**config.mk**
```make
export PLATFORM = sky130hd
export DESIGN_NAME = sc_alu_arbiter_flat
export DESIGN_NICKNAME = d
export VERILOG_FILES = /design/src/rtl/sc_alu_arbiter_pkg.sv /design/src/rtl/sc_alu_arbiter_if.sv /design/src/rtl/sc_rr_arb2.sv /design/src/rtl/sc_alu_arbiter.sv /design/src/flat_wrapper.sv
export SDC_FILE = /design/constraint.sdc
export NUM_CORES = 1
export LEC_CHECK = 0
export CORE_AREA = 8 8 114 116
export CTS_BUF_LIST = sky130_fd_sc_hd__clkbuf_4 sky130_fd_sc_hd__clkbuf_8
export CTS_CLUSTER_DIAMETER = 150
export DETAILED_ROUTE_END_ITERATION = 16
export DIE_AREA = 0 0 122 124
export PLACE_DENSITY = 0.79
export SYNTH_ARGS = -nofsm -noshare
export SYNTH_HDL_FRONTEND = slang
export SYNTH_SLANG_ARGS = --single-unit
```
**constraint.sdc**
```tcl
create_clock -name clk -period 2.1 [get_ports clk]
set_input_delay 0.42 -clock clk [delete_from_list [all_inputs] [get_ports clk]]
set_output_delay 0.42 -clock clk [all_outputs]
set_load 0.02 [all_outputs]
```
**src/rtl/sc_alu_arbiter_pkg.sv**
```systemverilog
// ============================================================================
// sc_alu_arbiter_pkg : shared word size, ALU opcode encodings for sc_alu users
// Revision: 1.0
// ============================================================================
`default_nettype none

package sc_alu_arbiter_pkg;
  localparam int SC_WORD_SIZE = 32;
  localparam int SC_ALU_OP_W  = 3;

  typedef enum logic [SC_ALU_OP_W-1:0] {
    SC_ALU_ADD = 3'd0,
    SC_ALU_SUB = 3'd1,
    SC_ALU_AND = 3'd2,
    SC_ALU_OR  = 3'd3,
    SC_ALU_XOR = 3'd4,
    SC_ALU_SLL = 3'd5,
    SC_ALU_SRL = 3'd6,
    SC_ALU_SRA = 3'd7
  } alu_op_e;

  // Idle ALU cycles issue an ADD of zeros; the result is never captured.
  localparam alu_op_e SC_ALU_NOP = SC_ALU_ADD;
endpackage

`default_nettype wire

```
**src/rtl/sc_alu_arbiter_if.sv**
```systemverilog
// ============================================================================
// sc_alu_arbiter_if : one requester's request and response valid/ready channels
// Revision: 1.0
// ============================================================================
`default_nettype none

interface sc_alu_arbiter_if #(
  parameter int WORD_SIZE = 32
);
  logic                         req_valid;
  logic                         req_ready;
  sc_alu_arbiter_pkg::alu_op_e  req_op;
  logic [WORD_SIZE-1:0]         req_a;
  logic [WORD_SIZE-1:0]         req_b;
  logic                         resp_valid;
  logic                         resp_ready;
  logic [WORD_SIZE-1:0]         resp_data;

  modport master (
    output req_valid, req_op, req_a, req_b, resp_ready,
    input  req_ready, resp_valid, resp_data
  );

  modport slave (
    input  req_valid, req_op, req_a, req_b, resp_ready,
    output req_ready, resp_valid, resp_data
  );
endinterface

`default_nettype wire

```
**src/rtl/sc_rr_arb2.sv**
```systemverilog
// ============================================================================
// sc_rr_arb2 : 2-way round-robin / fixed-priority one-hot grant
// Revision: 1.0
// ============================================================================
`default_nettype none

module sc_rr_arb2 #(
  parameter bit RR_EN = 1'b1
) (
  input  wire logic [1:0] i_eligible,
  input  wire logic       i_last_grant,
  output logic      [1:0] o_grant
);
  always_comb begin
    o_grant = i_eligible;
    if (&i_eligible) begin
      // Under contention the requester that did not win last time goes next.
      if (RR_EN && (i_last_grant == 1'b0)) o_grant = 2'b10;
      else                                 o_grant = 2'b01;
    end
  end
endmodule

`default_nettype wire

```
**src/rtl/sc_alu_arbiter.sv**
```systemverilog
// ============================================================================
// sc_alu_arbiter : shares one registered sc_alu between two requesters
// Revision: 1.0
// ============================================================================
`default_nettype none

module sc_alu_arbiter
  import sc_alu_arbiter_pkg::*;
#(
  parameter int WORD_SIZE = SC_WORD_SIZE,
  parameter bit RR_EN     = 1'b1
) (
  input  wire logic                 clk,
  input  wire logic                 rst_n,
  sc_alu_arbiter_if.slave           req0,
  sc_alu_arbiter_if.slave           req1,
  output alu_op_e                   alu_op_out,
  output logic      [WORD_SIZE-1:0] alu_a_out,
  output logic      [WORD_SIZE-1:0] alu_b_out,
  input  wire logic [WORD_SIZE-1:0] alu_in,
  output logic                      busy
);
  logic                 r_inflight_v;
  logic                 r_inflight_id;
  logic                 r_last_grant;
  logic [1:0]           r_resp_valid;
  logic [WORD_SIZE-1:0] r_resp_data0;
  logic [WORD_SIZE-1:0] r_resp_data1;

  logic [1:0]           w_eligible;
  logic [1:0]           w_grant;

  // A requester with its op still in the ALU, or with a full response slot
  // that is not draining this cycle, cannot issue; this also keeps drain and
  // capture of a slot from ever landing on the same edge.
  assign w_eligible[0] = rst_n & req0.req_valid
                       & ~(r_inflight_v & (r_inflight_id == 1'b0))
                       & (~r_resp_valid[0] | req0.resp_ready);
  assign w_eligible[1] = rst_n & req1.req_valid
                       & ~(r_inflight_v & (r_inflight_id == 1'b1))
                       & (~r_resp_valid[1] | req1.resp_ready);

  sc_rr_arb2 #(
    .RR_EN        (RR_EN)
  ) u_arb (
    .i_eligible   (w_eligible),
    .i_last_grant (r_last_grant),
    .o_grant      (w_grant)
  );

  always_comb begin
    alu_op_out = SC_ALU_NOP;
    alu_a_out  = '0;
    alu_b_out  = '0;
    if (w_grant[0]) begin
      alu_op_out = req0.req_op;
      alu_a_out  = req0.req_a;
      alu_b_out  = req0.req_b;
    end else if (w_grant[1]) begin
      alu_op_out = req1.req_op;
      alu_a_out  = req1.req_a;
      alu_b_out  = req1.req_b;
    end
  end

  always_ff @(posedge clk or negedge rst_n) begin
    if (!rst_n) begin
      r_inflight_v  <= 1'b0;
      r_inflight_id <= 1'b0;
      r_last_grant  <= 1'b1;
      r_resp_valid  <= 2'b00;
      r_resp_data0  <= '0;
      r_resp_data1  <= '0;
    end else begin
      r_inflight_v <= |w_grant;
      if (|w_grant) begin
        r_inflight_id <= w_grant[1];
        r_last_grant  <= w_grant[1];
      end

      if (r_resp_valid[0] && req0.resp_ready) r_resp_valid[0] <= 1'b0;
      if (r_resp_valid[1] && req1.resp_ready) r_resp_valid[1] <= 1'b0;

      if (r_inflight_v) begin
        if (r_inflight_id == 1'b0) begin
          r_resp_valid[0] <= 1'b1;
          r_resp_data0    <= alu_in;
        end else begin
          r_resp_valid[1] <= 1'b1;
          r_resp_data1    <= alu_in;
        end
      end
    end
  end

  assign req0.req_ready  = w_grant[0];
  assign req1.req_ready  = w_grant[1];
  assign req0.resp_valid = r_resp_valid[0];
  assign req1.resp_valid = r_resp_valid[1];
  assign req0.resp_data  = r_resp_data0;
  assign req1.resp_data  = r_resp_data1;
  assign busy            = r_inflight_v | r_resp_valid[0] | r_resp_valid[1];
endmodule

`default_nettype wire

```
**src/flat_wrapper.sv**
```systemverilog
// flat-port wrapper written by rule: the top's interface ports become plain ports
module sc_alu_arbiter_flat import sc_alu_arbiter_pkg::*;
#(
  parameter int WORD_SIZE = SC_WORD_SIZE,
  parameter bit RR_EN     = 1'b1
)
  (clk, rst_n, alu_op_out, alu_a_out, alu_b_out, alu_in, busy, req0_req_valid, req0_req_op, req0_req_a, req0_req_b, req0_resp_ready, req0_req_ready, req0_resp_valid, req0_resp_data, req1_req_valid, req1_req_op, req1_req_a, req1_req_b, req1_resp_ready, req1_req_ready, req1_resp_valid, req1_resp_data);
  sc_alu_arbiter_if #(.WORD_SIZE(WORD_SIZE)) req0_i ();
  sc_alu_arbiter_if #(.WORD_SIZE(WORD_SIZE)) req1_i ();
  input  wire logic clk;
  input  wire logic rst_n;
  output alu_op_e alu_op_out;
  output logic      [WORD_SIZE-1:0] alu_a_out;
  output logic      [WORD_SIZE-1:0] alu_b_out;
  input  wire logic [WORD_SIZE-1:0] alu_in;
  output logic busy;
  input wire logic [$bits(req0_i.req_valid)-1:0] req0_req_valid;
  input wire logic [$bits(req0_i.req_op)-1:0] req0_req_op;
  input wire logic [$bits(req0_i.req_a)-1:0] req0_req_a;
  input wire logic [$bits(req0_i.req_b)-1:0] req0_req_b;
  input wire logic [$bits(req0_i.resp_ready)-1:0] req0_resp_ready;
  output wire logic [$bits(req0_i.req_ready)-1:0] req0_req_ready;
  output wire logic [$bits(req0_i.resp_valid)-1:0] req0_resp_valid;
  output wire logic [$bits(req0_i.resp_data)-1:0] req0_resp_data;
  input wire logic [$bits(req1_i.req_valid)-1:0] req1_req_valid;
  input wire logic [$bits(req1_i.req_op)-1:0] req1_req_op;
  input wire logic [$bits(req1_i.req_a)-1:0] req1_req_a;
  input wire logic [$bits(req1_i.req_b)-1:0] req1_req_b;
  input wire logic [$bits(req1_i.resp_ready)-1:0] req1_resp_ready;
  output wire logic [$bits(req1_i.req_ready)-1:0] req1_req_ready;
  output wire logic [$bits(req1_i.resp_valid)-1:0] req1_resp_valid;
  output wire logic [$bits(req1_i.resp_data)-1:0] req1_resp_data;
  assign req0_i.req_valid = req0_req_valid;
  assign req0_i.req_op = req0_req_op;
  assign req0_i.req_a = req0_req_a;
  assign req0_i.req_b = req0_req_b;
  assign req0_i.resp_ready = req0_resp_ready;
  assign req0_req_ready = req0_i.req_ready;
  assign req0_resp_valid = req0_i.resp_valid;
  assign req0_resp_data = req0_i.resp_data;
  assign req1_i.req_valid = req1_req_valid;
  assign req1_i.req_op = req1_req_op;
  assign req1_i.req_a = req1_req_a;
  assign req1_i.req_b = req1_req_b;
  assign req1_i.resp_ready = req1_resp_ready;
  assign req1_req_ready = req1_i.req_ready;
  assign req1_resp_valid = req1_i.resp_valid;
  assign req1_resp_data = req1_i.resp_data;
  sc_alu_arbiter #(.WORD_SIZE(WORD_SIZE), .RR_EN(RR_EN)) u_core (.clk(clk), .rst_n(rst_n), .req0(req0_i), .req1(req1_i), .alu_op_out(alu_op_out), .alu_a_out(alu_a_out), .alu_b_out(alu_b_out), .alu_in(alu_in), .busy(busy));
endmodule
```
[Yosys cells after proc, flatten, opt, wreduce, memory -nomap -nowiden]
Index checks and enable logic that the tools add are counted.
Storage, ports and cells
  register bits after elaboration: 69
  bits of input ports: 172
  output and inout bits: 136
  logic and storage cells: 42
Operators by class
  multiplexer cells: 13
  bitwise operators: 17
  reductions and logical operators: 6
Operators with widths (number)
  $mux 32: 4
  $and 1x1->1: 8
  $mux 2: 3
  $mux 3: 2
  $reduce_and 2->1: 3
  $not 1->1: 5
  $mux 1: 4
  $or 1x1->1: 4
  $logic_and 1x1->1: 2
  $reduce_or 2->1: 1

[Longest topological paths before layout]
Gate-level depths: netlist of the first run.
  depth in word-level cells: 9
  depth in mapped cells: 7

[Hierarchy]
A second synthesis of the first run with hierarchy kept.
Unflattened totals
  cells, all modules: 241
  area, all modules: 3438.3 µm²
Modules (own cells, without submodules)
  sc_alu_arbiter: times used 1, cells an instance 238, area an instance 3419.5 µm²
  sc_rr_arb2: times used 1, cells an instance 3, area an instance 18.8 µm²

[Worst setup path after synthesis of the first run]
No wires, ideal clock.
  path type: register to output
  start point: reg u_core.r_resp_valid[1]
  end point: out alu_b_out[10]
  arrival time: 1614 ps
  required time: 1680 ps
  setup slack: 66 ps
  stages on the path, launching flop included: 7
  buffers on the path: 2
  cell sequence: dfrtp_1 > nor2b_1 > nor4b_4 > nor2_2 > buf_4 > buf_2 > a22o_1
Between the ends
  word-level cells in the longest chain between the ends: 7
Ends and longest elaborated chain
  from (decl): line sc_alu_arbiter.sv:26  | logic [1:0] r_resp_valid;
  from (signal assigned): line sc_alu_arbiter.sv:71  | r_resp_valid <= 2'b00;
  from (signal assigned): line sc_alu_arbiter.sv:89  | r_resp_valid[1] <= 1'b1;
  $not 1->1 *: line sc_alu_arbiter.sv:41  | & (~r_resp_valid[1] | req1.resp_ready);
  $or 1x1->1 *: line sc_alu_arbiter.sv:41
  $and 1x1->1 *: line sc_alu_arbiter.sv:41
  $reduce_and 2->1: line sc_rr_arb2.sv:16  | if (&i_eligible) begin
  $mux 2 *: line sc_rr_arb2.sv:16
  $mux 32: line sc_alu_arbiter.sv:59  | end else if (w_grant[1]) begin
  $mux 32 *: line sc_alu_arbiter.sv:55  | if (w_grant[0]) begin
  to (decl): line flat_wrapper.sv:14  | output logic [WORD_SIZE-1:0] alu_b_out;
Every way passes the cells marked *; elsewhere a longest branch is shown, timed or not.

[Worst setup path after layout of the first run]
  start point: reg u_core.r_inflight_id
  end point: out alu_b_out[7]
Between the ends
  word-level cells in the longest chain between the ends: 9
  elaborated cells on any way between the ends: 13
  classes of those cells: mux: 3; bitwise: 9; reduce/logical: 1
Ends and longest elaborated chain
  from (decl): line sc_alu_arbiter.sv:24  | logic r_inflight_id;
  from (signal assigned): line sc_alu_arbiter.sv:77  | r_inflight_id <= w_grant[1];
  $not 1->1: line sc_alu_arbiter.sv:37  | & ~(r_inflight_v & (r_inflight_id == 1'b0))
  $and 1x1->1: line sc_alu_arbiter.sv:37
  $not 1->1: line sc_alu_arbiter.sv:37
  $and 1x1->1: line sc_alu_arbiter.sv:37
  $and 1x1->1: line sc_alu_arbiter.sv:38  | & (~r_resp_valid[0] | req0.resp_ready);
  $reduce_and 2->1: line sc_rr_arb2.sv:16
  $mux 2 *: line sc_rr_arb2.sv:16
  $mux 32: line sc_alu_arbiter.sv:59
  $mux 32 *: line sc_alu_arbiter.sv:55
Marked as above.

==> results.py, run 1 <==
metrics = {
    "global_routing": {
        "grt-ovfl-total": 0,
        "grt_antenna_before_repair": 1,
        "grt.total_usage_pct": 22.26,
        "grt_pass1_wl_mm": 25.13,
        "first_global_vias": 4015,
        "grt_max_degree": 61,
    },
    "power_and_ir_drop": {
        "intPower_mw": 4.955,
        "netSwitchingFraction_pct": 38.95,
        "seqPwrFrac_pct": 29.0,
        "clock_power_share_pct": 13.5,
        "ir_drop_uv": 922.0,
        "power_density_nw_per_um2": 1140,
        "power.switching_mw": 3.161,
        "leakagePower_nw": 3.272,
        "pwr-share-comb_pct": 57.5,
    },
    "finish": {
        "multiInputGateArea_sq_um": 1513,
        "nFillCells": 891,
        "area_growth_pct": 114.2,
        "final_cells": 795,
        "ff_latch_area_sq_um": 1729,
        "finalNetCount": 818,
        "utilization_pct": 63.69,
        "drive_gt1_share_pct": 26.73,
        "fin_area_sq_um": 7117,
    },
    "critical_path": {
        "crit_path_start_kind": "flip-flop",
        "path_class": "reg2out",
        "path_max_fanout": 7,
        "worst_ep_required_time_ns": 1.68,
        "crit_path_end_kind": "output pin",
        "cp.arrival_ns": 2.05,
    },
    "clock_tree": {
        "clock_path_buffers": 2,
        "insertion_delay_ns": 0.34,
        "cts_max_level": 3,
        "cts_tree": "done",
        "cts_hold_buf": 0,
        "cts_buffers": 9,
        "clk_pin_slew_ns": 0.08,
        "cts.sinks": 69,
        "root_buffer": "clkbuf_8",
    },
    "routing": {
        "wirelength_mm": 18.27,
        "wl_per_cell_um": 22.98,
        "vias_per_cell": 4.867,
        "num_vias": 3869,
        "dr.first_iter.drc_count": 147,
        "drc": 0,
        "ant_nets": 0,
        "drtPass1Iterations": 4,
    },
    "run_status": {
        "violations": "setup timing",
        "status": "finished, violations left",
    },
    "timing": {
        "finalHoldViolCount": 0,
        "fin_crit_ns": 2.472,
        "clock_skew_ns": 0.01453,
        "setup_slack_ns": -0.3717,
        "tightest_slew_ns": 0.7488,
        "setup_viol": 69,
        "max_freq_mhz": 404.6,
        "fin_crit_sh_pct": 117.7,
        "drv_slew": 0,
        "max_slew_margin_pct": 50.08,
        "hold_ws_ns": 0.2054,
        "rsz0062_at_grt": "yes",
    },
    "logic_synthesis": {
        "ys_ff_latch": 69,
        "synth_top_area_share_pct": 51.22,
        "synth.avg_cell_area_sq_um": 10.68,
        "synth_seq_area_share_pct": 52.02,
        "ys_types": 22,
        "synthTopCellsByArea": "dfrtp_1 (51%), a22o_1 (18%), nand2_1 (11%), mux2_2 (11%), clkbuf_1 (1.4%)",
        "netlist_area_sq_um": 3322,
        "synth_top_area_cell": "dfrtp_1",
        "syn_nets": 483,
        "yosys_warnings": 0,
        "syn_inst": 311,
    },
    "flow_run": {
        "maxCapViolations": 0,
    },
    "hold_path": {
        "min_path_type": "in2async",
    },
    "floorplan": {
        "dieArea_sq_um": 15130,
        "start_util_pct": 29.73,
        "core_area_sq_um": 11170,
        "row_count": 39,
        "io_pins": 308,
        "die_w_um": 122,
        "die_y_um": 124,
    },
    "place": {
        "dpl_cell_area_sq_um": 6608,
        "gp_congestion": 0.9428,
        "numPortBuffers": 307,
        "hpwl_mm": 14.37,
        "dpl.cell_count": 754,
    },
}
==> synth_stat cells, drive strengths merged <==
master,n
mux2,32
o211a,1
nand3,1
nor2b,2
a21oi,1
dfstp,1
nor2,4
or3,1
nand2b,3
inv,1
buf,13
a21o,1
nand2,99
dfrtp,68
nand4,1
nor4b,1
a22o,67
clkbuf,12
o21ai,2
==> sequential cells by signal, indices dropped and copies added, names as in the netlist <==
name and flops:
u_core.r_inflight_id 1, u_core.r_inflight_v 1, u_core.r_last_grant 1, u_core.req1.resp_data 32, u_core.r_resp_valid 2, u_core.req0.resp_data 32
==> routing by layer <==
layer,track usage [%],vias up,part of all wire (%)
met1,23.09,1886,34
met4,6.785,0,2.0
met3,7.797,21,9.5
met5,0,-,0
li1,-,1768,-
met2,41.31,194,54
==> per-stage QoR <==
stage / TNS (ns) / setup WS, ns / total power, mW
floorplan: 0 / 0.06627 / 4.388
global placement: -49.51 / -0.7697 / 6.768
detailed placement: -53.54 / -0.8729 / 6.860
CTS: -19.74 / -0.4134 / 8.152
global route: -24.29 / -0.4595 / 8.544
finish: -18.14 / -0.3717 / 8.116
==> layout make-up <==
cell class                 count  share of cell area, %
timing repair buffer         349                  49.00
inverter                       1                0.05274
antenna                        1                0.03516
sequential                    69                  24.30
clock inverter                 6                  1.002
multi-input combinational    216                  21.26
tap                          143                  2.514
clock buffer                  10                  1.846
==> timing repair <==
action / 4_1_cts / 5_1_grt
buffers inserted: 14 / 8
endpoints found under the setup margin: 70 / 70
resized for setup: 349 / 35
pin swaps: 13 / 19
cloned: 5 / 1
hold endpoints to repair: 0 / 0
==> cells in the final DEF (no fill, tap or decap), types with 2 or more instances in the layout <==
cell	n
o21ai_0	2
buf_12	5
nor2_1	3
buf_16	4
clkdlybuf4s50_1	232
nand2_1	97
nand2b_4	2
mux2_2	32
buf_4	24
a22o_1	66
buf_2	28
dlygate4sd2_1	4
clkbuf_8	9
dfrtp_1	67
buf_6	50
==> worst max-delay path, stage by stage (launching register included) <==
cell      delay, ns
dfrtp_1        0.43
nand2b_4       0.17
nand4_4        0.12
o211a_4        0.30
buf_12         0.15
buf_16         0.13
buf_6          0.10
a22o_1         0.19
buf_6          0.14
==> logic make-up after synthesis <==
kind of cell | synth area share (%)
AO/OA/AOI/OAI | 18.64
flip-flops | 52.02
buffers and inverters | 4.143
multiplexers | 10.85
AND/OR/NAND/NOR | 14.35
==> path summary, 6_finish.rpt <==
path,from,end,slack [ns],cells past startpoint
setup / recovery,u_core.r_inflight_id,alu_b_out[7],-0.37,8
hold / removal,rst_n,u_core.req0.resp_data[22],0.21,3
setup reg to reg,u_core.r_inflight_v,u_core.req1.resp_data[10],0.54,4
hold reg to reg,u_core.req0.resp_data[29],u_core.req0.resp_data[29],0.48,2
max in group asynchronous,rst_n,u_core.req1.resp_data[31],1.26,2
min in group clk,rst_n,u_core.r_inflight_v,0.47,3
==> power by group through the flow <==
stage          registers (mW)  clock network, mW  logic (mW)
5_1_grt                  2.45               1.19        4.91
2_1_floorplan            3.13                  0        1.26
4_1_cts                  2.36               1.14        4.65
3_5_place_dp             2.37                  0        4.49
3_3_place_gp             2.33                  0        4.44
6_report                 2.36               1.09        4.66
No activity file was read; power rests on OpenSTA's default activity.
==> run 2, diff against run 1 <==
--- a/config.mk
+++ b/config.mk
@@ -8,6 +8,7 @@
 export CORE_AREA = 8 8 114 116
 export CTS_BUF_LIST = sky130_fd_sc_hd__clkbuf_4 sky130_fd_sc_hd__clkbuf_8
 export CTS_CLUSTER_DIAMETER = 150
+export CTS_CLUSTER_SIZE = 24
 export DETAILED_ROUTE_END_ITERATION = 16
 export DIE_AREA = 0 0 122 124
 export PLACE_DENSITY = 0.79
==> results of run 2 <==
The final DEF is identical to that of run 1; final timing and power are the same.
==> run 3, diff against run 2 <==
--- a/config.mk
+++ b/config.mk
@@ -5,13 +5,14 @@
 export SDC_FILE = /design/constraint.sdc
 export NUM_CORES = 1
 export LEC_CHECK = 0
-export CORE_AREA = 8 8 114 116
+export ABC_AREA = 1
+export CORE_MARGIN = 8
+export CORE_UTILIZATION = 33
 export CTS_BUF_LIST = sky130_fd_sc_hd__clkbuf_4 sky130_fd_sc_hd__clkbuf_8
 export CTS_CLUSTER_DIAMETER = 150
 export CTS_CLUSTER_SIZE = 24
 export DETAILED_ROUTE_END_ITERATION = 16
-export DIE_AREA = 0 0 122 124
-export PLACE_DENSITY = 0.79
+export PLACE_DENSITY = 0.82
 export SYNTH_ARGS = -nofsm -noshare
 export SYNTH_HDL_FRONTEND = slang
 export SYNTH_SLANG_ARGS = --single-unit
==> run 3 against run 2 <==
The flow still finishes with violations (setup timing). Fmax increased by 6.1%. Critical path depth is 1 higher. Final area up 23%. Flip-flop and latch count stayed put. Non-clock buffer count rose by 29. Global-route usage up 8.1 points. Clock power is essentially flat. Setup slack better by 0.14 ns. Sequential share of layout area down 4.6 points. Critical endpoint is now alu_a_out[25].
==> results.py, run 3 <==
metrics = {
    "timing": {
        "fin_crit_sh_pct": 110.9,
        "setup_viol": 69,
        "max_freq_mhz": 429.2,
        "setup_slack_ns": -0.2298,
        "finalHoldViolCount": 0,
        "tightest_slew_ns": 0.7515,
        "drv_slew": 0,
        "rsz0062_at_grt": "yes",
        "max_slew_margin_pct": 49.90,
        "clock_skew_ns": 0.008096,
        "fin_crit_ns": 2.330,
    },
    "clock_tree": {
        "clock_path_buffers": 2,
        "insertion_delay_ns": 0.34,
        "cts_buffers": 9,
        "clk_pin_slew_ns": 0.08,
        "cts.sinks": 69,
        "cts_tree": "done",
        "root_buffer": "clkbuf_8",
        "cts_max_level": 3,
    },
    "floorplan": {
        "core_area_sq_um": 10890,
        "io_pins": 308,
        "dieArea_sq_um": 14830,
        "start_util_pct": 33.90,
        "die_y_um": 121.8,
        "die_w_um": 121.8,
        "row_count": 38,
    },
    "place": {
        "numPortBuffers": 307,
        "dpl.cell_count": 922,
        "gp_congestion": 0.9166,
        "hpwl_mm": 14.31,
        "dpl_cell_area_sq_um": 6932,
    },
    "finish": {
        "nFillCells": 626,
        "final_cell_mix": "clkdlybuf4s50_1 (232), nand2_1 (102), buf_6 (79), nand3_1 (74)",
        "fin_area_sq_um": 8788,
        "area_growth_pct": 138.1,
        "drive_gt1_share_pct": 31.61,
        "final_cells": 996,
        "finalNetCount": 1018,
        "final_common_cell": "clkdlybuf4s50_1",
    },
    "logic_synthesis": {
        "netlist_area_sq_um": 3691,
        "synth_top_area_cell": "dfrtp_1",
        "syn_nets": 671,
        "syn_inst": 499,
        "async_flop_share_pct": 100.0,
        "synth_top_area_share_pct": 46.10,
        "synth-edff-count": 0,
        "synth.most_common_cell": "nand2_1",
        "synth_seq_area_share_pct": 46.81,
        "yosys_warnings": 0,
        "ys.flop_type": "dfrtp_1",
        "synthTopCellsByArea": "dfrtp_1 (46%), nand3_1 (18%), nand2_1 (14%), o21ai_0 (9.1%), inv_1 (3.9%)",
        "synth.avg_cell_area_sq_um": 7.397,
        "ys_ff_latch": 69,
        "ys_types": 15,
        "yosys-top-cells-count": "nand2_1 (139), nand3_1 (134), dfrtp_1 (68)",
    },
    "global_routing": {
        "grt-ovfl-total": 0,
        "grt.total_usage_pct": 30.32,
        "first_global_vias": 5625,
        "grt_antenna_before_repair": 5,
        "grt_max_degree": 65,
        "grt_pass1_wl_mm": 34.11,
    },
    "routing": {
        "ant_nets": 0,
        "dr.first_iter.drc_count": 444,
        "wirelength_mm": 24.50,
        "drtPass1Iterations": 5,
        "vias_per_cell": 5.418,
        "maxUsedRoutingLayer": "met4",
        "m1WireLength_mm": 8.520,
        "num_vias": 5396,
        "met3_length_mm": 2.176,
        "drc": 0,
        "wl_met2_mm": 12.32,
        "wl_per_cell_um": 24.59,
    },
    "power_and_ir_drop": {
        "intPower_mw": 5.320,
        "clock_power_share_pct": 12.1,
        "netSwitchingFraction_pct": 42.28,
        "pwr-share-comb_pct": 62.4,
        "seqPwrFrac_pct": 25.5,
        "power.switching_mw": 3.897,
        "power_density_nw_per_um2": 1049,
        "leakagePower_nw": 4.039,
        "ir_drop_uv": 887.8,
    },
    "critical_path": {
        "path_cells": "nand2_2 > buf_6 > nand4_4 > buf_6 > buf_12 > buf_16 > nand3_2 > nand2_2 > buf_6",
        "crit_path_start_kind": "flip-flop",
        "path_class": "reg2out",
        "worst_ep_required_time_ns": 1.68,
        "path_max_fanout": 5,
        "cp.arrival_ns": 1.91,
        "cpMostUsedCell": "buf_6",
        "critPathSlowestCell": "dfrtp_1",
        "cpPeakStageDelay_ns": 0.42,
        "crit_path_end_kind": "output pin",
    },
    "flow_run": {
        "maxCapViolations": 0,
    },
    "run_status": {
        "violations": "setup timing",
        "status": "finished, violations left",
    },
    "hold_path": {
        "min_path_type": "in2async",
    },
}
run 3: cell count changes after synthesis, moves of 3 or more:
cell and change:
mux2_2 -32, nor2_1 -3, nand2b_1 -3, nand2_1 +40
o21ai_0 +65, nand2_2 +3, nand3_1 +133, a22o_1 -67
buf_2 +12, clkbuf_1 +5, inv_1 +37
run 3: cells by family (layout without fill, tap and decap cells):
group / Yosys count / after routing / synth area share, %
AOI/OAI and AO/OA: 67 / 67 / 9.085
buffers and inverters: 82 / 434 / 9.831
DFF: 69 / 69 / 46.81
other: 0 / 5 / 0
and+or+nand+nor: 281 / 281 / 34.27
run 3: metal layers:
layer	vias to the layer above	global-route usage [%]
li1	2348	-
met1	2585	32.59
met2	360	52.07
met3	103	8.885
met4	0	17.89
met5	-	0
run 3: metrics by stage:
stage	power, mW	utilization (%)	TNS, ns	hold slack (ns)	setup WS, ns
4_1_cts	8.992	78.48	-6.366	0.08705	-0.1532
2_1_floorplan	4.430	-	0	0.1244	0.3939
3_5_place_dp	6.964	63.66	-41.54	0.4440	-0.6918
6_report	9.217	80.72	-9.301	0.09754	-0.2298
5_1_grt	9.663	80.72	-14.12	0.08752	-0.2946
3_3_place_gp	6.843	63.66	-40.30	0.4500	-0.6504
run 3: power groups by stage:
stage / sequential, mW / combinational [mW] / clock, mW
2_1_floorplan: 3.07 / 1.36 / 0
6_report: 2.35 / 5.76 / 1.11
4_1_cts: 2.33 / 5.53 / 1.13
3_3_place_gp: 2.30 / 4.54 / 0
5_1_grt: 2.42 / 6.05 / 1.19
3_5_place_dp: 2.34 / 4.62 / 0
run 3: worst paths after layout:
path	from	end	cells after the start	slack, ns
min in group clk	u_core.req1.resp_data[2]	u_core.req1.resp_data[2]	2	0.49
hold reg to reg	u_core.req1.resp_data[2]	u_core.req1.resp_data[2]	2	0.49
setup / recovery	u_core.r_resp_valid[0]	alu_a_out[25]	9	-0.23
max in group asynchronous	rst_n	u_core.req1.resp_data[11]	2	1.24
hold / removal	rst_n	u_core.req1.resp_data[0]	2	0.1
setup reg to reg	u_core.r_inflight_id	u_core.req0.resp_data[23]	6	0.47
run 3: area by class of cell:
| class | instances | area, sq um | share of cell area, % |
|---|---|---|---|
| repair buffers | 378 | 4448 | 50.61 |
| multi-input cells | 348 | 2066 | 23.51 |
| flip-flops and latches | 69 | 1729 | 19.68 |
| well taps | 140 | 175.2 | 1.993 |
| inverters | 40 | 152.6 | 1.737 |
| clock buffers | 9 | 123.9 | 1.409 |
| clock inverters | 7 | 81.33 | 0.9254 |
| diodes | 5 | 12.51 | 0.1424 |
run 3: what timing repair did:
action,in CTS,in global routing
setup endpoints to repair,70,70
buffers inserted,23,6
resized for setup,544,40
cloned,23,3
hold buffers,0,0
pin swaps,76,27
run 3: critical path: cells and delay by family (launching register included):
family                 cells  cell delay (ns)
buffers and inverters      5             0.71
DFF                        1             0.42
and+or+nand+nor            4             0.42
